## config.mk

```make
export PLATFORM = sky130hd
export DESIGN_NAME = match_sequencer
export DESIGN_NICKNAME = d
export VERILOG_FILES = /design/src/rtl/match_sequencer.sv
export SDC_FILE = /design/constraint.sdc
export NUM_CORES = 1
export LEC_CHECK = 0
export CAP_MARGIN = 20
export CORE_UTILIZATION = 38
export DETAILED_ROUTE_END_ITERATION = 10
export PLACE_DENSITY = 0.74
export SLEW_MARGIN = 25
export SYNTH_ARGS = -nofsm -noshare
export SYNTH_HDL_FRONTEND = slang
export SYNTH_SLANG_ARGS = --single-unit
export TNS_END_PERCENT = 1
```

## constraint.sdc

```tcl
create_clock -name clk -period 1.3 [get_ports clk]
set_input_delay 0.26 -clock clk [delete_from_list [all_inputs] [get_ports clk]]
set_output_delay 0.26 -clock clk [all_outputs]
set_load 0.01 [all_outputs]
```

## src/rtl/match_sequencer.sv

```systemverilog
`default_nettype none
// +----------------------------------------------------------------------------+
// | Module      : match_sequencer                                              |
// | Description : Pong game sequencer - detects points and times the pause.    |
// |               It also decides the winner and picks the serve direction.    |
// | Revision    : 1.0 - initial release                                        |
// +----------------------------------------------------------------------------+
module match_sequencer #(
    parameter int X_PAD_L     = 30,
    parameter int X_PAD_R     = 979,
    parameter int BALL_SIZE   = 15,
    parameter int WIN_SCORE   = 9,
    parameter int PAUSE_TICKS = 60
) (
    input  logic        clk,
    input  logic        rst,
    input  logic        timing_tick,
    input  logic        start_btn,
    input  logic [10:0] x_ball,
    input  logic [3:0]  player1_score,
    input  logic [3:0]  player2_score,
    output logic [1:0]  state,
    output logic        p1_point,
    output logic        p2_point,
    output logic        ball_reset,
    output logic        serve_dir,
    output logic [1:0]  winner
);

    localparam logic [1:0] c_MENU_START  = 2'b00;
    localparam logic [1:0] c_GAME_PLAY   = 2'b01;
    localparam logic [1:0] c_POINT_PAUSE = 2'b10;
    localparam logic [1:0] c_GAME_OVER   = 2'b11;

    localparam int                  c_CNT_W    = $clog2(PAUSE_TICKS + 1);
    localparam logic [c_CNT_W-1:0]  c_CNT_LAST = c_CNT_W'(PAUSE_TICKS - 1);
    localparam logic [10:0]         c_X_LEFT   = 11'(X_PAD_L);
    localparam logic [10:0]         c_X_RIGHT  = 11'(X_PAD_R - BALL_SIZE / 2);
    localparam logic [3:0]          c_WIN      = 4'(WIN_SCORE);

    logic [1:0]         r_state;
    logic [c_CNT_W-1:0] r_pause_cnt;
    logic               r_start_prev;
    logic               r_p1_point;
    logic               r_p2_point;
    logic               r_serve_dir;
    logic [1:0]         r_winner;

    logic [1:0]         w_state_next;
    logic [c_CNT_W-1:0] w_pause_cnt_next;
    logic               w_p1_point_next;
    logic               w_p2_point_next;
    logic               w_serve_dir_next;
    logic [1:0]         w_winner_next;
    logic               w_start_edge;

    assign w_start_edge = start_btn & ~r_start_prev;

    // start_prev resets high so a button held through reset cannot start a game
    always_ff @(posedge clk or posedge rst) begin
        if (rst) begin
            r_state      <= c_MENU_START;
            r_pause_cnt  <= '0;
            r_start_prev <= 1'b1;
            r_p1_point   <= 1'b0;
            r_p2_point   <= 1'b0;
            r_serve_dir  <= 1'b1;
            r_winner     <= 2'b00;
        end else begin
            r_state      <= w_state_next;
            r_pause_cnt  <= w_pause_cnt_next;
            r_start_prev <= start_btn;
            r_p1_point   <= w_p1_point_next;
            r_p2_point   <= w_p2_point_next;
            r_serve_dir  <= w_serve_dir_next;
            r_winner     <= w_winner_next;
        end
    end

    always_comb begin
        w_state_next     = r_state;
        w_pause_cnt_next = r_pause_cnt;
        w_p1_point_next  = 1'b0;
        w_p2_point_next  = 1'b0;
        w_serve_dir_next = r_serve_dir;
        w_winner_next    = r_winner;
        case (r_state)
            c_MENU_START: begin
                w_pause_cnt_next = '0;
                w_winner_next    = 2'b00;
                if (w_start_edge) begin
                    w_state_next     = c_GAME_PLAY;
                    w_serve_dir_next = 1'b1;
                end
            end
            c_GAME_PLAY: begin
                // Serve goes toward whoever conceded; left goal wins a tie
                if (timing_tick) begin
                    if (x_ball < c_X_LEFT) begin
                        w_p2_point_next  = 1'b1;
                        w_serve_dir_next = 1'b0;
                        w_state_next     = c_POINT_PAUSE;
                    end else if (x_ball > c_X_RIGHT) begin
                        w_p1_point_next  = 1'b1;
                        w_serve_dir_next = 1'b1;
                        w_state_next     = c_POINT_PAUSE;
                    end
                end
            end
            c_POINT_PAUSE: begin
                if (timing_tick) begin
                    if (r_pause_cnt == c_CNT_LAST) begin
                        w_pause_cnt_next = '0;
                        if (player1_score >= c_WIN) begin
                            w_winner_next = 2'b01;
                            w_state_next  = c_GAME_OVER;
                        end else if (player2_score >= c_WIN) begin
                            w_winner_next = 2'b10;
                            w_state_next  = c_GAME_OVER;
                        end else begin
                            w_state_next  = c_GAME_PLAY;
                        end
                    end else begin
                        w_pause_cnt_next = r_pause_cnt + 1'b1;
                    end
                end
            end
            default: begin
                if (w_start_edge) begin
                    w_state_next  = c_MENU_START;
                    w_winner_next = 2'b00;
                end
            end
        endcase
    end

    always_comb begin
        state      = r_state;
        p1_point   = r_p1_point;
        p2_point   = r_p2_point;
        serve_dir  = r_serve_dir;
        winner     = r_winner;
        ball_reset = (r_state != c_GAME_PLAY);
    end

endmodule
`default_nettype wire

```

Word level (Yosys, flattened, before mapping)
Index checks and enable logic that the tools add are counted.
{"block": "totals", "wordCells": 64, "out_inout_bits": 8, "romBits": 0, "memories": 0, "ram_bits": 0, "latch_bits": 0, "regBits": 14}
{"block": "op_classes", "add_sub_neg": 1, "div_mod_pow": 0, "mux": 30, "mul": 0, "n_shift": 0, "bitwise_logic": 3, "order_cmp": 4, "n_reduce_logical": 9, "n_eq_ne": 10}
{"op": "two-way mux 2 bit", "n": 13}
{"op": "two-way mux 6 bit", "n": 2}
{"op": "case mux 2 bit (3 select lines)", "n": 2}
{"op": "case mux 6 bit (2 select lines)", "n": 1}
{"op": "> comparator 11 x 10 -> 1 bit (second input constant)", "n": 1}
{"op": "< comparator 11 x 5 -> 1 bit (second input constant)", "n": 1}
{"op": "two-way mux 1 bit", "n": 11}
{"op": ">= comparator 4 bit (second input constant)", "n": 2}
{"op": "!= test 2 bit (second input constant)", "n": 4}
{"op": "adder 6 x 1 -> 6 bit (second input constant)", "n": 1}
{"op": "equality test 6 bit (second input constant)", "n": 1}
{"op": "!= test 3 bit (second input constant)", "n": 2}
{"op": "AND reduction 6 bit", "n": 1}
{"op": "nonzero test 3 bit", "n": 2}
{"op": "AND reduction 5 bit", "n": 1}
{"op": "AND reduction 4 bit", "n": 1}
{"op": "nonzero test 2 bit", "n": 2}
{"op": "equality test 2 x 1 -> 1 bit (second input constant)", "n": 1}
{"op": "equality test 2 bit (second input constant)", "n": 1}
{"op": "logical NOT 2 bit", "n": 1}
{"op": "!= test 2 x 1 -> 1 bit (second input constant)", "n": 1}
{"op": "NOT 1 bit", "n": 2}
{"op": "case mux 1 bit (2 select lines)", "n": 1}
{"op": "AND reduction 2 bit", "n": 1}
{"op": "bitwise AND 1 bit", "n": 1}

Depth between registers and ports, before layout
Gate-level depths: netlist (run 1).
{"block": "depth", "depth_word": 6, "ltp_mapped": 5, "depth_no_buf": 5}

Least setup slack after synthesis (run 1)
Ideal clock, no wire load.
{"block": "synth_timing", "kind": "reg-to-reg", "startpoint": "register r_state[1] (netlist: state[1])", "endpoint": "register r_state[0] (netlist: state[0])", "setup_slack_ns": -0.071, "required_time_ns": 1.176, "path_stages_with_launch": 5, "arrival_time_ns": 1.247, "setup_ns": 0.124, "cell_sequence": "dfrtp_1 > nor4b_1 > a211o_1 > o311ai_0 > o31a_1"}
{"block": "synth_via", "elab_chain_cells": 3, "elab_cells_between_ends": 11}
{"element": "start: declaration", "line_no": "41", "source": "logic [1:0] r_state;"}
{"element": "start signal: assignment", "line_no": "62", "source": "r_state <= c_MENU_START;"}
{"element": "start signal: assignment", "line_no": "70", "source": "r_state <= w_state_next;"}
{"element": "equality test 2 x 1 -> 1 bit (tied with other cells)", "line_no": "87", "source": "case (r_state)"}
{"element": "!= test 3 bit (no source line) (tied with other cells)"}
{"element": "AND reduction 6 bit (no source line)"}
Parallel ways exist; a longest one is shown, timed or not.
A chain may end at the register's enable or synchronous reset.

Final worst setup path (run 1)
{"block": "layout_timing", "startpoint": "register r_state[1] (netlist: state[1])", "endpoint": "register r_state[1] (netlist: state[1])"}
Same word-level chain as after synthesis.

==> results of run 1 <==
==> through the flow <==
stage | setup slack [ns] | instance area, um2 | power, mW | instances | utilization, %
after global placement | -0.379 | 1280 | 1.51 | 158 | 64.8
final | -0.144 | 1370 | 1.93 | 163 | 69.2
after CTS | -0.157 | 1340 | 1.87 | 163 | 67.4
after detailed placement | -0.390 | 1280 | 1.54 | 158 | 64.8
after global routing | -0.183 | 1370 | 2.05 | 163 | 69.2
after floorplan | -0.000548 | 821 | 1.02 | 84 | -
==> layout make-up <==
type / count / area share (%)
tap: 27 / 2.46
timing repair buffer: 49 / 31.7
inverter: 7 / 1.92
sequential: 14 / 26.0
clock buffer: 4 / 2.65
multi-input combinational: 62 / 35.3
==> power by group <==
| part | total, mW | internal [mW] | leakage, nW | switching, mW |
|---|---|---|---|---|
| Clock | 0.321 | 0.170 | 0.0210 | 0.150 |
| Combinational | 1.01 | 0.549 | 0.413 | 0.457 |
| Sequential | 0.599 | 0.525 | 0.178 | 0.0746 |
| Total | 1.93 | 1.24 | 0.612 | 0.682 |
==> path summary, 6_finish.rpt <==
kind,from,cells after the start,endpoint
max reg2reg,state[1],5,state[1]
min in group clk,start_btn,1,r_start_prev
min reg2reg,winner[1],2,winner[1]
max in group asynchronous,rst,3,r_start_prev
min,rst,3,p2_point
max,state[1],5,state[1]
==> timing repair <==
item | 4_1_cts | 5_1_grt
resized for setup | 23 | 14
buffers inserted | 1 | 0
endpoints found under the setup margin | 16 | 15
pin swaps | 2 | 4
==> state kept, by name, indices dropped and copies added, names as in the netlist <==
signal        count
r_start_prev      1
p1_point          1
state             2
winner            2
p2_point          1
serve_dir         1
r_pause_cnt       6
==> placed cells by master (no fill, tap or decap), drive strengths merged, types with 4 or more instances in the layout <==
cell and count:
clkdlybuf4s50 21, dlygate4sd2 6, buf 22, clkbuf 4, dfrtp 12, o21ai 6
nor2 6, inv 7, xnor2 4
==> kinds of logic after synthesis <==
family          after synthesis
simple gates                 32
compound gates               25
flops                        14
buf+inv                       8
xor+xnor                      4
fa+ha+maj                     1
==> layer usage <==
layer	up-vias	share of wire (%)	global-route usage, %
met5	-	0	0
met4	0	0.22	9.44
met3	2	5.1	2.64
met2	28	53	35.7
met1	406	41	26.3
li1	416	-	-
==> worst reg2reg max path, cell delays in order, from the launching register on <==
cell and delay [ns]:
dfrtp_2 0.45, buf_6 0.14, and4b_1 0.18, a211o_1 0.31, o22ai_1 0.16, o2bb2ai_1 0.09
==> flow_summary.yaml, run 1 <==
synthesis:
  synth_top_cell_by_area: "dfrtp_1"
  ys.flop_type: "dfrtp_1"
  yosys-top-cells-area: "dfrtp_1, dfstp_2, xnor2_1"
  ys_top_cells_by_count: "dfrtp_1, inv_1, nor2_1"
  synth_xor_area_share_pct: 4.34
  synth_top_area_share_pct: 37.2
  synthDistinctLibCells: 39
  yosysSeqAreaShare_pct: 43.7
  netlist_area_um2: 807
  ys_warn_count: 0
  synth_fp_nets: 108
  synthMuxAreaShare_pct: 0
  yosys.area_share.simple_pct: 25.4
  synth.most_common_cell: "dfrtp_1"
  synth_adder_area_share_pct: 1.55
  synth_top_family_by_area: "simple AND/OR/NAND/NOR gates"
  synth_cells: 84
  syn_area_per_cell_um2: 9.61
  synth_edf_count: 0
  synth-compound-area-share_pct: 21.1
  synthArstFlopShare_pct: 100
  ys_ff_latch: 14
setup_path:
  startpoint_type: "flop"
  cp_top_family: "compound AO/OA/AOI/OAI gates"
  rrSetupSlack_ns: -0.14
  critical_path.max_fanout: 5
  required_ns: 1.48
  cp_data_arrival_time_ns: 1.62
  cpMaxStageDelayCell: "dfrtp_2"
  crit_buf_inv: 1
  slowest_delay_ns: 0.45
  cp_cell_sequence: "buf_6 -> and4b_1 -> a211o_1 -> o22ai_1 -> o2bb2ai_1"
  critPathKind: "flop to flop"
  endpoint_kind: "flop"
placement:
  io_buffers: 30
  dpl.hpwl_mm: 1.70
  gp_congestion: 0.842
floorplan:
  die_h_um: 48.1
  dieArea_mm2: 0.00231
  start_util_pct: 40.7
  die_x_um: 48.1
  rows: 16
  io_pins: 31
  design.core.area_mm2: 0.00198
timing:
  fin_skew_ns: 0.00552
  finalWorstSetupSlack_ns: -0.144
  setup_violations: 9
  hold_viol: 0
  hold_slack_ns: 0.256
  timing.setup.tns_ns: -0.598
  tightest_slew_ns: 0.287
  fmax_mhz: 693
  relSlewSlack_pct: 80.7
  period_share_pct: 111
  finalMaxSlewViolations: 0
  min_period_ns: 1.44
  rsz0062_at_grt: "yes"
cells_and_area:
  drive_gt1_share_pct: 32.4
  nNetsFinal: 161
  multi_input_area_um2: 484
  fillCellCount: 148
  final-seq-area_um2: 357
  area_growth_pct: 69.9
  insertedDiodeCount: 0
clock_network:
  clkTransAtPathRegs_ns: 0.09
  cts_hold_buf: 0
  clock_latency_ns: 0.28
  cts_htree_levels: 1
  clockBufferDepth: 2
  cts-root-buf: "clkbuf_4"
  numCtsBuffers: 3
  cts_sinks: 14
  cts_tree: "yes"
pwr:
  p_leak_nw: 0.612
  max-vdd-ir-drop_uv: 1010
  power_density_mw_per_mm2: 1400
job:
  max-cap-violations: 0
global_route:
  grt_max_degree: 15
  grtUsageTotal_pct: 21.0
  antenna_found_initial: 0
  grt_pass1_vias: 772
  grt-ovfl-total: 0
  grt_first_pass_wirelength_mm: 3.30
routing:
  via_per_inst: 5.23
  wire_per_inst_um: 13.8
  wirelength_mm: 2.25
  drt-initial-drc-count: 49
  ant_nets: 0
  num_vias: 852
  firstDrtPassIters: 4
  route.detailed.drc: 0
run_status:
  violations: "setup timing"
  status: "finished, violations left"
min_path:
  min-delay-path-class: "input port to asynchronous set/reset pin"
Note: power is estimated with default switching activity, not from simulation.
==> run 2: changes to the inputs <==
Settings changed: CAP_MARGIN 20 to 0, HOLD_SLACK_MARGIN set to 0.03.
==> results of run 2 <==
No change in the layout: final DEF, timing and power equal those of run 1.
==> run 3: changes to the inputs <==
Settings changed: ABC_CLOCK_PERIOD_IN_PS set to 1300.
==> results of run 3 <==
No change in the layout: final DEF, timing and power equal those of run 1.
